[src/rtl/fetch_unit_harvard.sv]
// Harvard instruction fetch stage: one-deep output register with valid/ready, redirect and optional halt.
// Optional feature: define FETCH_HALT_ON_ZERO_EN to halt fetch on an all-zero instruction word.
module fetch_unit_harvard #(
  parameter logic [31:0] RESET_VECTOR = 32'h0000_0000
) (
  input  logic        clk,
  input  logic        reset,
  output logic [31:0] instr_address,
  input  logic [31:0] instr_readdata,
  output logic        out_valid,
  input  logic        out_ready,
  output logic [31:0] out_instr,
  output logic [31:0] out_pc,
  input  logic        redirect_valid,
  input  logic [31:0] redirect_pc,
  output logic        halted
);

  typedef enum logic {
    ST_RUN    = 1'b0,
    ST_HALTED = 1'b1
  } state_t;

  state_t      state_q, state_d;
  logic [31:0] pc_q, pc_d;
  logic        out_valid_q, out_valid_d;
  logic [31:0] out_instr_q, out_instr_d;
  logic [31:0] out_pc_q, out_pc_d;
  logic        halted_q, halted_d;
  logic        slot_free;
  logic        zero_halt;

`ifdef FETCH_HALT_ON_ZERO_EN
  assign zero_halt = (instr_readdata == 32'h0000_0000);
`else
  assign zero_halt = 1'b0;
`endif

  assign slot_free = !out_valid_q || out_ready;

  always_comb begin
    state_d     = state_q;
    pc_d        = pc_q;
    out_valid_d = out_valid_q;
    out_instr_d = out_instr_q;
    out_pc_d    = out_pc_q;
    // Redirect wins in every state; a coincident handshake already completed.
    if (redirect_valid) begin
      pc_d        = {redirect_pc[31:2], 2'b00};
      out_valid_d = 1'b0;
      state_d     = ST_RUN;
    end else begin
      case (state_q)
        ST_RUN: begin
          if (slot_free) begin
            if (zero_halt) begin
              out_valid_d = 1'b0;
              state_d     = ST_HALTED;
            end else begin
              out_instr_d = instr_readdata;
              out_pc_d    = pc_q;
              out_valid_d = 1'b1;
              pc_d        = pc_q + 32'd4;
            end
          end
        end
        ST_HALTED: begin
          if (out_ready) out_valid_d = 1'b0;
        end
        default: state_d = ST_RUN;
      endcase
    end
    halted_d = (state_d == ST_HALTED);
  end

  always_ff @(posedge clk or posedge reset) begin
    if (reset) begin
      state_q     <= ST_RUN;
      pc_q        <= RESET_VECTOR;
      out_valid_q <= 1'b0;
      out_instr_q <= 32'h0000_0000;
      out_pc_q    <= 32'h0000_0000;
      halted_q    <= 1'b0;
    end else begin
      state_q     <= state_d;
      pc_q        <= pc_d;
      out_valid_q <= out_valid_d;
      out_instr_q <= out_instr_d;
      out_pc_q    <= out_pc_d;
      halted_q    <= halted_d;
    end
  end

  assign instr_address = pc_q;
  assign out_valid     = out_valid_q;
  assign out_instr     = out_instr_q;
  assign out_pc        = out_pc_q;
  assign halted        = halted_q;

endmodule

[config.mk]
export PLATFORM = sky130hd
export DESIGN_NAME = fetch_unit_harvard
export DESIGN_NICKNAME = d
export VERILOG_FILES = /design/src/rtl/fetch_unit_harvard.sv
export SDC_FILE = /design/constraint.sdc
export NUM_CORES = 1
export LEC_CHECK = 0
export CAP_MARGIN = 15
export CORE_MARGIN = 2
export CORE_UTILIZATION = 25
export CTS_CLUSTER_SIZE = 24
export DETAILED_ROUTE_END_ITERATION = 7
export PLACE_DENSITY = 0.64
export SYNTH_ARGS = -nofsm -noshare
export SYNTH_HDL_FRONTEND = slang
export SYNTH_SLANG_ARGS = --single-unit
[constraint.sdc]
create_clock -name clk -period 3.2 [get_ports clk]
set_input_delay 0.64 -clock clk [delete_from_list [all_inputs] [get_ports clk]]
set_output_delay 0.64 -clock clk [all_outputs]
set_load 0.05 [all_outputs]
## After elaboration in Yosys (flattened, before gate mapping)

Index checks and enable logic that the tools add are counted.

- Bitwise gates (word level): 2
- Equality and inequality tests: 3
- Add/sub/neg operators: 1
- Muxes and demuxes: 9
- Reductions and logical operators: 6

Operators with widths:

| kind | number |
|---|---|
| two-way mux 32 bit | 3 |
| adder 32 x 3 -> 32 bit (second input constant) | 1 |
| inequality test 3 bit (second input constant) | 2 |
| two-way mux 1 bit | 5 |
| AND reduction 2 bit | 2 |
| AND reduction 3 bit | 1 |
| inequality test 2 bit (second input constant) | 1 |
| NOT 1 bit | 2 |
| one-hot mux 1 bit (2 select lines) | 1 |
| nonzero test 2 bit | 1 |
| logical NOT 1 bit | 1 |
| logical OR 1 bit | 1 |

- Bits of input ports: 68
- Word-level logic and storage cells: 26
- Bits in registers: 98

## Longest topological paths before layout

Gate-level depths: netlist of the first run.

- Word-level depth: 5
- Depth in mapped cells: 7
- Depth with buffers taken out: 5

## Least setup slack after synthesis of the first run

Ideal clock, no wire load.

- Path kind: flip-flop to flip-flop
- Start: reg pc_q[12] (netlist: instr_address[12])
- End: reg pc_q[29] (netlist: instr_address[29])
- Stages on the path, launching flop included: 6
- Arrival time: 1.845 ns
- Data required time: 3.075 ns
- Path slack: 1.230 ns
- Path through: dfrtp_1 > nand3_4 > nor3_4 > nand4_1 > xnor2_1 > mux2_2

- Cells in the longest elaborated chain, start to end: 4

Ends and longest elaborated chain:

| element | RTL line | RTL |
|---|---|---|
| start: declaration | 25 | `logic [31:0] pc_q, pc_d;` |
| start signal: assignment | 86 | `pc_q <= pc_d;` |
| adder 32 x 3 -> 32 bit | 63 | `pc_d = pc_q + 32'd4;` |
| two-way mux 32 bit | 55 | `if (slot_free) begin` |
| two-way mux 32 bit | 53 | `case (state_q)` |
| two-way mux 32 bit | 48 | `if (redirect_valid) begin` |

Every way passes these cells. The select of a mux whose other input is x is not followed.
A chain may end at the register's enable or synchronous reset.

## Worst setup path after layout of the first run

- Start: reg pc_q[2] (netlist: instr_address[2])
- End: out instr_address[2]

RTL lines:

| element | RTL line | RTL |
|---|---|---|
| end: declaration | 8 | `output logic [31:0] instr_address,` |

No word-level cell between the ends.

==> results.md, run 1 <==
- In this run the tool buffered the top-level ports with 158 buffer cells.
- The net total in the final layout is 560.
- In the synthesized netlist the dominant register cell turns out to be dfrtp_1.
- The number of global-route vias before repair is 3344.
- The area overhead of the layout relative to synthesis is 51.22%.
- After global routing the overflow that remains totals 0.
- The fmax is 424.7 MHz.
- The die covers 17680 µm².
- The die span in y is 133.0 µm.
- The mean instance size in the synthesized netlist is 12.49 µm².
- The floorplan core area is 16410 µm².
- The number of enable-type register cells in the synthesized netlist is 0.
- Summed over all cells, the static leakage comes to 2.502 nW.
- In the post-synthesis netlist, the cell with the most instances is dfrtp_1.
- The longest clock path from root to sink contains 2 buffers.
- The H-tree level count is 3.
- The critical path capture point type is a primary output.
- The via density per instance is 4.335.
- Ranked by instance count, the synthesized netlist is headed by dfrtp_1, nand2_1, mux2_1, mux2_2, o21ai_1.
- The count of buffering cells on the critical path with inverters included is 1.
- Of the synthesized area, sequential elements account for 0.5597.
- At the pin with the least slew margin, the transition time is 0.8436 ns.
- Timing analysis after detailed placement gives a worst setup slack of 0.6948 ns.
- The number of gates on the worst path with buffers counted is 1.
- The setup slack of the critical path after layout is 0.8453 ns.
- The power per standard cell area is 605.4 nW/µm².
- The half-perimeter wire length after detailed placement is 7.831 mm.
- The clock buffer count from CTS is 9.
- The final number of max-transition violations is 0.
- The later-pin clock latency in the skew report is 0.34 ns.
- Setup repair after global routing left no endpoint under its margin.
- The starting DRC count in detailed routing is 90.
- In the finished design, the share of the clock period the worst path needs comes to 0.7358.
- The number of buffers inserted by hold repair at cts is 0.
- The clock root buffer is clkbuf_16.
- The post-synthesis async set-or-reset flop share is 1.000.
- The post-CTS setup-driven buffer insertion count is 0.
- The first global-routing pass estimated 17.55 mm of wire.
- IR analysis of the VDD net gives a maximum drop of 0.2080 mV.
- The run finished with clean final reports.
- Of the cells placed in the final design, the portion with a size suffix greater than 1 is 0.1290.
- The family of cells with the greatest summed delay on the critical path is buffers and inverters.
- The worst-path cell with the longest stage delay is clkdlybuf4s50_1.
- After detailed routing, the number of remaining DRC violations is 0.
- The via count is 3104.
- The quantity of gates resized following cts is 0.
- The detail route stage leaves a number of antenna-violating nets equal to 0.
- The average wire per standard cell is 14.97 µm.
- The number of max-cap violations is 0.
- Of all nets on the critical path, the largest fanout is 7.
- Across every metal layer, demand over resource in global routing totals 0.1261.
- The critical path launch point type is a flip-flop.
- Entering global routing, the biggest net connects 68 pins.
- The cell area after technology mapping is 4158 µm².
- The stage delay of the slowest cell on the critical path is 0.87 ns.
- The CTS sink count is 93.
- The floorplan has 47 rows.
- The worst hold path depth is 1.
- The overall power consumption is 3.806 mW.
- The placer's final routability congestion estimate is 0.7619.
- The number of cells on the worst reg-to-reg path is 5.
- The clock period could shrink to 2.355 ns.
- The number of I/O pins is 166.
- The critical setup path kind is reg -> out.
- The final setup violation count is 0.
- The register bit total from synthesis is 93.
- After clock tree synthesis, the clock-pin slew on the worst setup and hold paths is 0.06 ns.
- The min-delay analysis places its worst path in the category reg -> reg.
- By area the synthesized netlist is led by dfrtp_1, mux2_1, mux2_2.
- Summed over all instances, the cell type with the most area after synthesis is dfrtp_1.
- The final total negative setup slack is 0 ns.
- Synthesis produced 333 cells.
- The starting density of the core is 0.2534.
- The final-layout fill cell count is 1564.
- The number of failing hold endpoints at the final stage is 0.
- The total wirelength of the detailed-routed design is 10.72 mm.
- Clock skew on the completed layout was measured at 0.006247 ns.
- The length of the first detailed-routing pass in iterations is 4.
- The worst relative slew slack is 0.4376.
- Of the post-synthesis cell area, the dominant cell type holds 0.5597.
- The signal on the critical path passes through clkdlybuf4s50_1.
- The count of different cell masters after synthesis is 37.
- For the worst setup path, the data arrival time is 1.71 ns.
- The die width is 133.0 µm.
- TritonCTS built the clock tree.
- The repair_antennas step left the layout with diodes totalling 0.
- The placed instance count is 700.
- At the worst endpoint, the required time is 2.56 ns.
- The number of antenna violations at the first check in global routing is 0.
- Once layout is complete, the cells apart from fillers number 716.
- During synthesis, Yosys emitted a total of 0 warnings.
-- worst reg2reg max path, delay by kind of cell (launching register included) --
family        cells  cell delay (ns)
mux               1             0.26
flops             1             0.47
xor+xnor          1             0.16
simple gates      3             0.86
-- per-layer routing --
| metal | GRT usage | part of all wire |
|---|---|---|
| met5 | 0 | 0 |
| met4 | 0.05974 | 0.025 |
| met3 | 0.03295 | 0.060 |
| met2 | 0.2104 | 0.49 |
| met1 | 0.1519 | 0.43 |
-- kinds of logic after synthesis --
kind of cell / count (synthesis) / synth area share
multiplexers: 65 / 0.1754
AND/OR/NAND/NOR: 94 / 0.1378
AO/OA/AOI/OAI: 28 / 0.03461
adder cells (fa/ha/maj): 1 / 0.003009
flip-flops: 93 / 0.5597
XOR/XNOR: 28 / 0.05898
buffers and inverters: 23 / 0.02949
other: 1 / 0.0009019
-- layout make-up --
cell class	count	area, µm²	area share
clock inverters	4	47.55	0.007562
clock buffers	12	246.5	0.03920
multi-input cells	221	1725	0.2744
inverters	3	13.76	0.002189
flip-flops and latches	93	2327	0.3701
repair buffers	163	1652	0.2627
well taps	220	275.3	0.04378
-- power by group --
group	leakage, nW	internal (mW)	switching (mW)
sequential	1.11	1.33	0.129
combinational	1.25	0.469	0.803
clock	0.143	0.625	0.446
-- sequential cells by signal, indices dropped and copies added (netlist names) --
name / flops
out_instr: 32
instr_address: 30
out_pc: 30
out_valid: 1
-- placed cells by master, fill, tap and decap left out, drive strengths merged --
cell type / count
and2: 3
and3: 4
and4: 5
buf: 6
bufinv: 1
clkbuf: 12
clkdlybuf4s50: 157
clkinv: 2
clkinvlp: 1
conb: 5
dfrtp: 93
ha: 1
inv: 3
mux2: 63
mux2i: 2
nand2: 43
nand2b: 1
nand3: 9
nand4: 12
nand4b: 1
nor2: 3
nor2b: 1
nor3: 6
nor4: 6
o21ai: 28
xnor2: 14
xor2: 14
-- worst paths after layout --
check,from,to,slack [ns]
hold reg to reg,out_instr[20],out_instr[20],0.49
setup / recovery,instr_address[2],instr_address[2],0.85
setup reg to reg,instr_address[12],instr_address[29],1.33
max in group asynchronous,reset,instr_address[27],1.73
hold / removal,out_instr[20],out_instr[20],0.49
min in group asynchronous,reset,out_instr[20],0.82
-- per-stage QoR --
stage,util,hold WS (ns),cell area [µm²]
3_5_place_dp,0.3653,0.4751,5993
5_1_grt,0.3832,0.5023,6287
2_1_floorplan,-,0.7231,4173
6_report,0.3832,0.4876,6287
3_3_place_gp,0.3653,0.4673,5993
4_1_cts,0.3832,0.4902,6287
Power figures use the tool's default switching activity.
==> run 2: changes to the inputs <==
PLACE_DENSITY = 0.62   (was 0.64)
clock period = 2.3 ns   (was 3.2 ns; I/O delays follow)
==> run 2 against run 1 <==
Clock-buffer cell count grew 1. Combinational power grew 40%. Setup slack lost 0.69 ns. Sequential cell count is the same. Utilization grew 0.26 points. Global-route usage is essentially flat. Final cell count grew 0.14%. Cell area grew 0.68%. Clock power grew 42%. Routed wire length is essentially flat. Power grew 40%. Sequential share of layout area shrank 0.25 points. Largest power group unchanged.
==> results.md, run 2 (synthesized netlist as in run 1, its figures left out) <==
- The commonest non-fill, non-tap cell in the layout is clkdlybuf4s50_1.
- Counting the buffers created by CTS gives 9.
- After global routing the overflow that remains totals 0.
- The clock root buffer is clkbuf_16.
- The startpoint of the lowest-slack register-to-register path is instr_address[8].
- The number of antenna violations at the first check in global routing is 0.
- At the worst endpoint, the arrival time is 1.69 ns.
- The clock tree from TritonCTS is done.
- The pin count of the biggest net entering global routing is 94.
- Grouping stages by cell kind, the critical path spends the most delay in buffers and inverters.
- The flip-flop count of the largest register after layout is 32.
- The quantity of gates resized following cts is 0.
- The final routed DRC violation total is 0.
- The number of cells on the worst reg-to-reg path is 5.
- The CTS sink count is 93.
- The global-route usage over all layers is 0.1261.
- In the final layout, the share of cells above drive strength 1 is 0.1328.
- Setup repair after global routing left no endpoint under its margin.
- The count of input and output buffers is 158.
- Routability-driven placement finished with a final weighted congestion of 0.7144.
- Among all stages on the critical path, the largest delay is contributed by clkdlybuf4s50_1.
- The core occupancy in the finished layout is 0.3858.
- The worst relative slew slack is 0.6176.
- STA puts the critical path data required time at 1.84 ns.
- The path class of the tightest hold or removal check is in -> reg.
- The final setup violation count is 0.
- The destination of the worst hold path is out_valid.
- Power spread over the standard cell area amounts to 842.1 nW/µm².
- The count of buffering cells on the critical path with inverters included is 1.
- The H-tree level count is 3.
- The critical path launch point type is a flip-flop.
- The stage delay of the slowest cell on the critical path is 0.87 ns.
- The via count is 3115.
- Along the worst path, the maximum fanout reaches 7.
- The post-layout minimum cycle time is 2.149 ns.
- The number of buffers inserted by hold repair at cts is 0.
- The worst hold path begins at redirect_valid.
- The later-pin clock latency in the skew report is 0.35 ns.
- The worst setup path is captured at a primary output.
- The number of I/O pins is 166.
- In this run the deepest clock path goes through 2 buffers.
- Setup total negative slack on the finished layout was measured at 0 ns.
- The die width is 133.0 µm.
- The number of gates on the worst path with buffers counted is 1.
- Dividing the detail-routed wire length by the instance count gives 14.96 µm.
- The launch point of the critical path is instr_address[2].
- The first global-routing pass estimated 17.59 mm of wire.
- The run finished with clean final reports.
- The worst hold path depth is 2.
- The net total in the final layout is 563.
- The floorplan has 47 rows.
- The highest ir drop seen on vdd is 0.3269 mV.
- After the flow finishes, the layout carries non-filler instances totaling 717.
- The number of failing hold endpoints at the final stage is 0.
- In the layout the commonest cells are clkdlybuf4s50_1, dfrtp_1, nand2_1, mux2_1, mux2_2.
- Post-CTS timing repair inserted 0 buffers for setup.
- The capturing point of the worst reg2reg path is instr_address[24].
- In the routed layout, each cell is associated on average with a via count of 4.344.
- The length of the first detailed-routing pass in iterations is 6.
- The number of placed instances, taps included, is 703.
- The number of global-route vias before repair is 3276.
- The initial utilization of the core area, before any placement, comes to 0.2534.
- After clock tree synthesis, the clock-pin slew on the worst setup and hold paths is 0.06 ns.
- The half-perimeter wire length after detailed placement is 7.822 mm.
- The total wirelength of the detailed-routed design is 10.72 mm.
- The final clock skew is 0.009550 ns.
- Static timing analysis puts the maximum clock frequency at 465.3 MHz.
- The final number of max-transition violations is 0.
- At the pin with the least slew margin, the transition time is 0.5718 ns.
- Traced cell by cell, the critical path runs through clkdlybuf4s50_1.
- 0 antenna diodes ended up in the layout.
- The worst-case register-to-register setup slack is 0.55 ns.
- The starting DRC count in detailed routing is 80.
- The critical setup path kind is reg -> out.
- In this run the static leakage power is 2.523 nW.
- Across the run, the number of max-cap violations was 0.
- The die span in y is 133.0 µm.
- The area overhead of the layout relative to synthesis is 52.24%.
- The core region is 16410 µm².
- The floorplan step defined a die boundary enclosing 17680 µm².
- The remaining antenna violation count after routing is 0.
- Of the available clock period, the critical path in the final layout requires 0.9343.
==> run 2: cell count changes in the layout (fill, tap and decap cells not counted) <==
| cell | change |
|---|---|
| clkinv_2 | -2 |
| clkbuf_1 | -1 |
| inv_4 | -1 |
| buf_12 | +1 |
| buf_4 | +2 |
| clkbuf_8 | +2 |
==> run 2: layout make-up <==
type	count	area [µm²]
fillers	1555	10080
clock buffers	13	270.3
well taps	220	275.3
repair buffers	166	1687
flip-flops and latches	93	2327
inverters	3	15.01
clock inverters	1	30.03
multi-input cells	221	1725
==> run 2: how the worst max path moves through the flow <==
stage | endpoint | slack [ns]
floorplan | instr_address[29] | 0.33
global placement | instr_address[29] | 0.15
detailed placement | instr_address[29] | 0.14
CTS | instr_address[29] | 0.11
global route | instr_address[12] | 0.06
finish | instr_address[2] | 0.15
==> run 2: metrics by stage <==
| stage | power (mW) | hold slack [ns] | setup slack, ns | cell area (µm²) |
|---|---|---|---|---|
| final | 5.330 | 0.3520 | 0.1510 | 6330 |
| after global routing | 5.583 | 0.3574 | 0.05502 | 6330 |
| after CTS | 5.420 | 0.3461 | 0.1081 | 6330 |
| after detailed placement | 3.859 | 0.4737 | 0.1376 | 6030 |
| after global placement | 3.830 | 0.4693 | 0.1468 | 6030 |
| after floorplan | 3.161 | 0.5431 | 0.3301 | 4177 |
==> run 2: per-layer routing <==
layer	share of wire	vias up	track usage	routed length (µm)
met4	0.015	0	0.04839	157
met2	0.48	113	0.2044	5151
met3	0.069	10	0.03831	738
met5	0	-	0	0
li1	-	1484	-	-
met1	0.44	1508	0.1581	4676
==> run 2: where the power goes <==
part	switching (mW)	total [mW]	internal, mW
Clock	0.601	1.52	0.920
Combinational	1.12	1.78	0.658
Sequential	0.176	2.03	1.86
Total	1.90	5.33	3.43
==> run 3: changes to the inputs <==
SETUP_SLACK_MARGIN = 0.02   (was default)
==> results of run 3 <==
Final layout, timing and power as in run 2 (identical DEF).
